$ cat src/rtl/mem_stage_ls.sv
// MEM pipeline stage with req/ack data-memory handshake, wait-state
// timeout, byte-lane store steering and load sign/zero extension.
module mem_stage_ls #(
  parameter int XLEN           = 32,
  parameter int REG_ADDR_WIDTH = 5,
  parameter int WAIT_LIMIT     = 255
) (
  input  logic                      clk,
  input  logic                      rst,
  input  logic                      valid_mem,
  input  logic [XLEN-1:0]           pc_mem,
  input  logic [XLEN-1:0]           instr_mem,
  input  logic [XLEN-1:0]           alu_mem,
  input  logic [XLEN-1:0]           rs2_mem,
  input  logic [REG_ADDR_WIDTH-1:0] rd_addr_mem,
  input  logic                      mem_rd,
  input  logic                      mem_wr,
  input  logic [2:0]                funct3_mem,
  input  logic                      flush,
  output logic                      stall_out,
  output logic                      dmem_req,
  output logic                      dmem_we,
  output logic [XLEN-1:0]           dmem_addr,
  output logic [3:0]                dmem_be,
  output logic [XLEN-1:0]           dmem_wdata,
  input  logic                      dmem_ack,
  input  logic [XLEN-1:0]           dmem_rdata,
  output logic                      valid_wb,
  output logic [XLEN-1:0]           pc_wb,
  output logic [XLEN-1:0]           instr_wb,
  output logic [XLEN-1:0]           alu_wb,
  output logic [XLEN-1:0]           mem_wb,
  output logic [REG_ADDR_WIDTH-1:0] rd_addr_wb,
  output logic                      misalign_wb,
  output logic                      buserr_wb
);

  localparam int            CW    = $clog2(WAIT_LIMIT + 1);
  localparam logic [CW-1:0] LIMIT = CW'(WAIT_LIMIT);

  typedef enum logic {S_IDLE, S_WAIT} state_t;

  state_t          state;
  logic [CW-1:0]   cnt;
  logic            flush_pending;

  logic [1:0]      lane, size;
  logic            mem_op, misaligned, live, access;
  logic            in_idle, in_wait, below, killed;
  logic [3:0]      be_st;
  logic [XLEN-1:0] shifted, ld_ext, mem_res;

  assign lane       = alu_mem[1:0];
  assign size       = funct3_mem[1:0];
  assign mem_op     = mem_rd | mem_wr;
  assign misaligned = ((size == 2'b01) & lane[0]) | ((size == 2'b10) & (lane != 2'b00));
  assign live       = valid_mem & ~flush;
  assign access     = live & mem_op & ~misaligned;
  assign in_idle    = (state == S_IDLE);
  assign in_wait    = (state == S_WAIT);
  assign below      = (cnt < LIMIT);
  assign killed     = flush | flush_pending;

  // Request and stall are forced low while reset is held so an abort is immediate
  assign dmem_req  = ~rst & ((in_idle & access) | in_wait);
  assign stall_out = ~rst & ((in_idle & access & ~dmem_ack) | (in_wait & ~dmem_ack & below));
  assign dmem_we   = mem_wr;
  assign dmem_addr = {alu_mem[XLEN-1:2], 2'b00};

  // Store data replicated into every byte lane; byte enables pick the live ones
  for (genvar i = 0; i < XLEN/8; i++) begin : g_lane
    assign dmem_wdata[8*i +: 8] = (size == 2'b00) ? rs2_mem[7:0] :
                                  (size == 2'b01) ? rs2_mem[8*(i%2) +: 8] :
                                                    rs2_mem[8*i +: 8];
  end

  // Byte enables: shifted by lane for sub-word stores, full word for loads
  always_comb begin
    be_st = 4'hF;
    case (size)
      2'b00:   be_st = 4'b0001 << lane;
      2'b01:   be_st = 4'b0011 << lane;
      default: be_st = 4'hF;
    endcase
    dmem_be = mem_wr ? be_st : 4'hF;
  end

  // Load extraction and extension from the addressed lane
  assign shifted = dmem_rdata >> {lane, 3'b000};
  always_comb begin
    ld_ext = dmem_rdata;
    case (funct3_mem)
      3'b000:  ld_ext = {{(XLEN-8){shifted[7]}},   shifted[7:0]};
      3'b001:  ld_ext = {{(XLEN-16){shifted[15]}}, shifted[15:0]};
      3'b100:  ld_ext = {{(XLEN-8){1'b0}},         shifted[7:0]};
      3'b101:  ld_ext = {{(XLEN-16){1'b0}},        shifted[15:0]};
      default: ld_ext = dmem_rdata;
    endcase
  end
  assign mem_res = mem_rd ? ld_ext : '0;

  // Handshake FSM and MEM/WB register; default each cycle is a bubble
  always_ff @(posedge clk or posedge rst) begin
    if (rst) begin
      state         <= S_IDLE;
      cnt           <= '0;
      flush_pending <= 1'b0;
      valid_wb      <= 1'b0;
      pc_wb         <= '0;
      instr_wb      <= '0;
      alu_wb        <= '0;
      mem_wb        <= '0;
      rd_addr_wb    <= '0;
      misalign_wb   <= 1'b0;
      buserr_wb     <= 1'b0;
    end else begin
      valid_wb    <= 1'b0;
      rd_addr_wb  <= '0;
      misalign_wb <= 1'b0;
      buserr_wb   <= 1'b0;
      case (state)
        S_IDLE: begin
          if (access) begin
            if (dmem_ack) begin
              valid_wb   <= 1'b1;
              pc_wb      <= pc_mem;
              instr_wb   <= instr_mem;
              alu_wb     <= alu_mem;
              mem_wb     <= mem_res;
              rd_addr_wb <= rd_addr_mem;
            end else begin
              state <= S_WAIT;
              cnt   <= CW'(1);
            end
          end else if (live) begin
            // Non-memory pass-through, or misaligned access trapped without a request
            valid_wb <= 1'b1;
            pc_wb    <= pc_mem;
            instr_wb <= instr_mem;
            alu_wb   <= alu_mem;
            mem_wb   <= '0;
            if (mem_op) misalign_wb <= 1'b1;
            else        rd_addr_wb  <= rd_addr_mem;
          end
        end
        S_WAIT: begin
          if (dmem_ack || !below) begin
            // Completion or timeout; a flush seen during the wait kills the result
            state         <= S_IDLE;
            cnt           <= '0;
            flush_pending <= 1'b0;
            valid_wb      <= ~killed;
            pc_wb         <= pc_mem;
            instr_wb      <= instr_mem;
            alu_wb        <= alu_mem;
            if (dmem_ack) begin
              mem_wb     <= mem_res;
              rd_addr_wb <= killed ? '0 : rd_addr_mem;
            end else begin
              mem_wb    <= '0;
              buserr_wb <= ~killed;
            end
          end else begin
            cnt <= cnt + 1'b1;
            if (flush) flush_pending <= 1'b1;
          end
        end
        default: state <= S_IDLE;
      endcase
    end
  end

endmodule
$ cat config.mk
export PLATFORM = sky130hd
export DESIGN_NAME = mem_stage_ls
export DESIGN_NICKNAME = d
export VERILOG_FILES = /design/src/rtl/mem_stage_ls.sv
export SDC_FILE = /design/constraint.sdc
export NUM_CORES = 1
export LEC_CHECK = 0
export BUFFER_PORTS_ARGS = -buffer_cell sky130_fd_sc_hd__buf_2
export CAP_MARGIN = 10
export CORE_AREA = 4 4 147 149
export DETAILED_ROUTE_END_ITERATION = 12
export DIE_AREA = 0 0 151 153
export GPL_TIMING_DRIVEN = 0
export PLACE_DENSITY = 0.78
export SLEW_MARGIN = 40
export SYNTH_ARGS = -nofsm -noshare
export SYNTH_HDL_FRONTEND = slang
export SYNTH_SLANG_ARGS = --single-unit
export TNS_END_PERCENT = 1
$ cat constraint.sdc
create_clock -name clk -period 4.76 [get_ports clk]
set_input_delay 0.476 -clock clk [delete_from_list [all_inputs] [get_ports clk]]
set_output_delay 0.476 -clock clk [all_outputs]
set_load 0.05 [all_outputs]
==> results.yml <==
status:
  run_status: "completed"
clock_network:
  cts-buffers-inserted: 17
  cts_tree: "built"
  max-clock-path-buffers: 2
  numClockSinks: 146
  post-cts-setup-buffers: 0
  cts-resized-gates: 0
  worstSkewPairLatency_ns: 0.42
  hold_buffers: 0
  total_number_of_h_tree_levels: 4
  root_driver: "clkbuf_16"
  clk_pin_slew_ns: 0.06
placement:
  dp_hpwl_mm: 18.2
  io_buffers: 377
  place_worst_setup_slack_ns: 2.00
  routabilityCongestion: 0.843
floorplan:
  die_h_um: 153
  die_width_um: 151
  io-pin-count: 382
  num_rows: 52
  core_area_sq_um: 20200
  die_area_sq_um: 23100
  starting_density_pct: 37.4
power_and_ir_drop:
  power_leakage_nw: 5.31
  powerDensity_nw_per_um2: 491
  worst_ir_drop_vdd_v: 0.000190
setup_path:
  timing.critical_path.slowest_stage_cell: "buf_1"
  start_kind: "primary input"
  critical_path.most_common_cell: "buf_2"
  critPathArrivalTime_ns: 2.23
  critical_path_peak_fanout: 10
  cp_data_required_time_ns: 4.28
  worstPathCellList: "buf_2 -> buf_2 -> buf_1 -> clkbuf_1 -> nand2_1 -> o21ai_0 -> buf_2"
  reg2regPathDepth: 7
  stages_on_worst_setup_path: 7
  criticalPathCategory: "in -> out"
  crit_path_end_kind: "primary output"
  max_stage_delay_ns: 0.45
  worst_path_dominant_cell_family: "buffers and inverters"
  critical_path.n_buffers_inverters: 5
sta:
  post-route-period-util_pct: 56.9
  tightest_slew_ns: 0.642
  timing.slew.headroom_pct: 57.2
  timing.final.hold_violations: 0
  fmax_mhz: 369
  worst_case_clock_skew_ns: 0.0181
  finalSetupViolCount: 0
  total_negative_slack_for_setup_checks_ns: 0
  timing.final.crit_period_ns: 2.71
  fin_ws_ns: 2.05
  grt_setup_unrepaired: "no"
  finalMaxSlewViolations: 0
synth:
  ys_seq_area_share_pct: 48.4
  post_synthesis_simple_gate_area_fraction_pct: 4.99
  post_synth.cell_area_avg_sq_um: 13.1
  dominant_combinational_cell_family_by_area_after_synthesis: "multiplexers"
  synth_cells: 574
  ys_async_sr_fraction_pct: 100
  synth-adder-area-share_pct: 0.166
  synth-edff-count: 0
  netlist_area_sq_um: 7550
  synth_xor_area_share_pct: 0.232
  synthDistinctLibCells: 57
  synth.area.mux_share_pct: 24.5
  dominantRegCellSynth: "dfrtp_1"
  synth-compound-area-share_pct: 12.2
  seq_cells_post_synth: 146
  synth_warnings: 0
route:
  drt-pass1-iter-count: 5
  vias_per_cell: 4.98
  route.final.wire_length_mm: 23.2
  drt-initial-drc-count: 240
  routed_wire_length_per_instance_um: 18.5
  route.detailed.drc: 0
  ant_nets: 0
  vias: 6246
final_layout:
  mostFrequentLayoutCell: "buf_2"
  final_layout_size_suffix_gt1_share_pct: 61.2
  nFillCells: 1769
  layout.nets: 1148
  final_cell_mix: "buf_2 (385), dfrtp_1 (146), mux2_4 (83)"
  antenna-diode-count: 0
  area.growth.synth_to_final_pct: 37.6
worst_hold_path:
  hp-class: "in -> async"
global_route:
  grt_pass1_wl_mm: 35.6
  antenna_violations_before_repair: 2
  vias_in_the_first_global_route: 6396
  grtUsageTotal_pct: 19.6
  maximum_number_of_pins_on_one_net_before_global_route_repair: 77
  grt-ovfl-total: 0
run:
  max_capacitance_violation_count: 0
==> where the power goes <==
group          leakage [nW]  internal (W)  switching [W]
sequential             1.80       0.00150       0.000145
clock                 0.276      0.000709       0.000599
combinational          3.23      0.000676        0.00148
total                  5.31       0.00289        0.00222
==> path summary, 6_finish.rpt <==
kind	endpoint	slack [ns]	startpoint
min in group clk	rd_addr_wb[3]	0.26	rd_addr_mem[3]
max in group asynchronous	mem_wb[4]	3.88	rst
setup / recovery	dmem_wdata[27]	2.05	funct3_mem[1]
hold / removal	misalign_wb	0.12	rst
setup reg to reg	pc_wb[18]	2.51	cnt[0]
hold reg to reg	mem_wb[6]	0.49	mem_wb[6]
==> stage by stage <==
stage	cells	utilization, %	power [W]	hold slack [ns]	instance area (sq um)
after floorplan	575	-	0.00328	0.452	7550
after global placement	1222	48.5	0.00379	0.469	9780
after detailed placement	1223	48.6	0.00383	0.469	9810
after CTS	1255	51.5	0.00515	0.134	10400
after global routing	1255	51.5	0.00532	0.146	10400
final	1255	51.5	0.00510	0.117	10400
==> registers in the layout (all words and copies together), names as in the netlist <==
signal         count
misalign_wb        1
mem_wb            32
valid_wb           1
instr_wb          32
buserr_wb          1
in_wait            1
alu_wb            32
cnt                8
flush_pending      1
rd_addr_wb         5
pc_wb             32
==> per-layer routing <==
| metal | routed length (um) | vias up | global-route usage, % |
|---|---|---|---|
| met2 | 11900 | 327 | 35.0 |
| met1 | 8770 | 3035 | 23.2 |
| li1 | - | 2849 | - |
| met3 | 2090 | 31 | 5.03 |
| met5 | 21 | - | 0 |
| met4 | 357 | 4 | 5.18 |
==> cells by family (layout without fill, tap and decap cells) <==
| group | after synthesis | in the layout |
|---|---|---|
| buffers and inverters | 98 | 508 |
| AO/OA/AOI/OAI | 118 | 118 |
| XOR/XNOR | 2 | 2 |
| flip-flops | 146 | 146 |
| AND/OR/NAND/NOR | 69 | 69 |
| multiplexers | 139 | 139 |
| other | 1 | 2 |
| adder cells (fa/ha/maj) | 1 | 1 |
==> synth_stat cells, types with 2 or more instances <==
cell type  number  share of area (%)
nor2_1         16               0.80
inv_1          20               0.99
a211o_1         9                1.0
a211oi_4        2               0.53
buf_4          43                4.3
or2_2           2               0.17
a31oi_1         6               0.50
buf_2           8               0.53
o2bb2ai_1       9                1.0
mux2_2         31                4.6
nand2b_1       11               0.91
xnor2_1         2               0.23
clkbuf_1       10               0.50
nor4_1          2               0.17
a2bb2oi_1       7               0.81
nand2_1        15               0.75
buf_12          9                2.4
o22ai_1         8               0.66
o32ai_1        17                2.0
buf_1           3               0.15
dfrtp_1       146                 48
nor2b_1         3               0.25
mux2_4         83                 17
o21ai_0        14               0.93
mux2i_1        25                3.3
nand3b_1        3               0.30
a22o_1          4               0.46
and3_1          2               0.17
and2_1          6               0.50
a32o_1          7               0.93
buf_6           3               0.45
nand3_1         2               0.13
a21oi_1        22                1.5
==> layout make-up <==
cell class / count / area, sq um / share of cell area [%]
multi-input cells: 331 / 3180 / 30.6
clock inverters: 14 / 139 / 1.34
plain buffers: 78 / 646 / 6.21
clock buffers: 18 / 439 / 4.23
flip-flops and latches: 146 / 3650 / 35.2
repair buffers: 378 / 1910 / 18.4
well taps: 270 / 338 / 3.25
inverters: 20 / 82.6 / 0.795
Note: power is estimated with default switching activity, not from simulation.
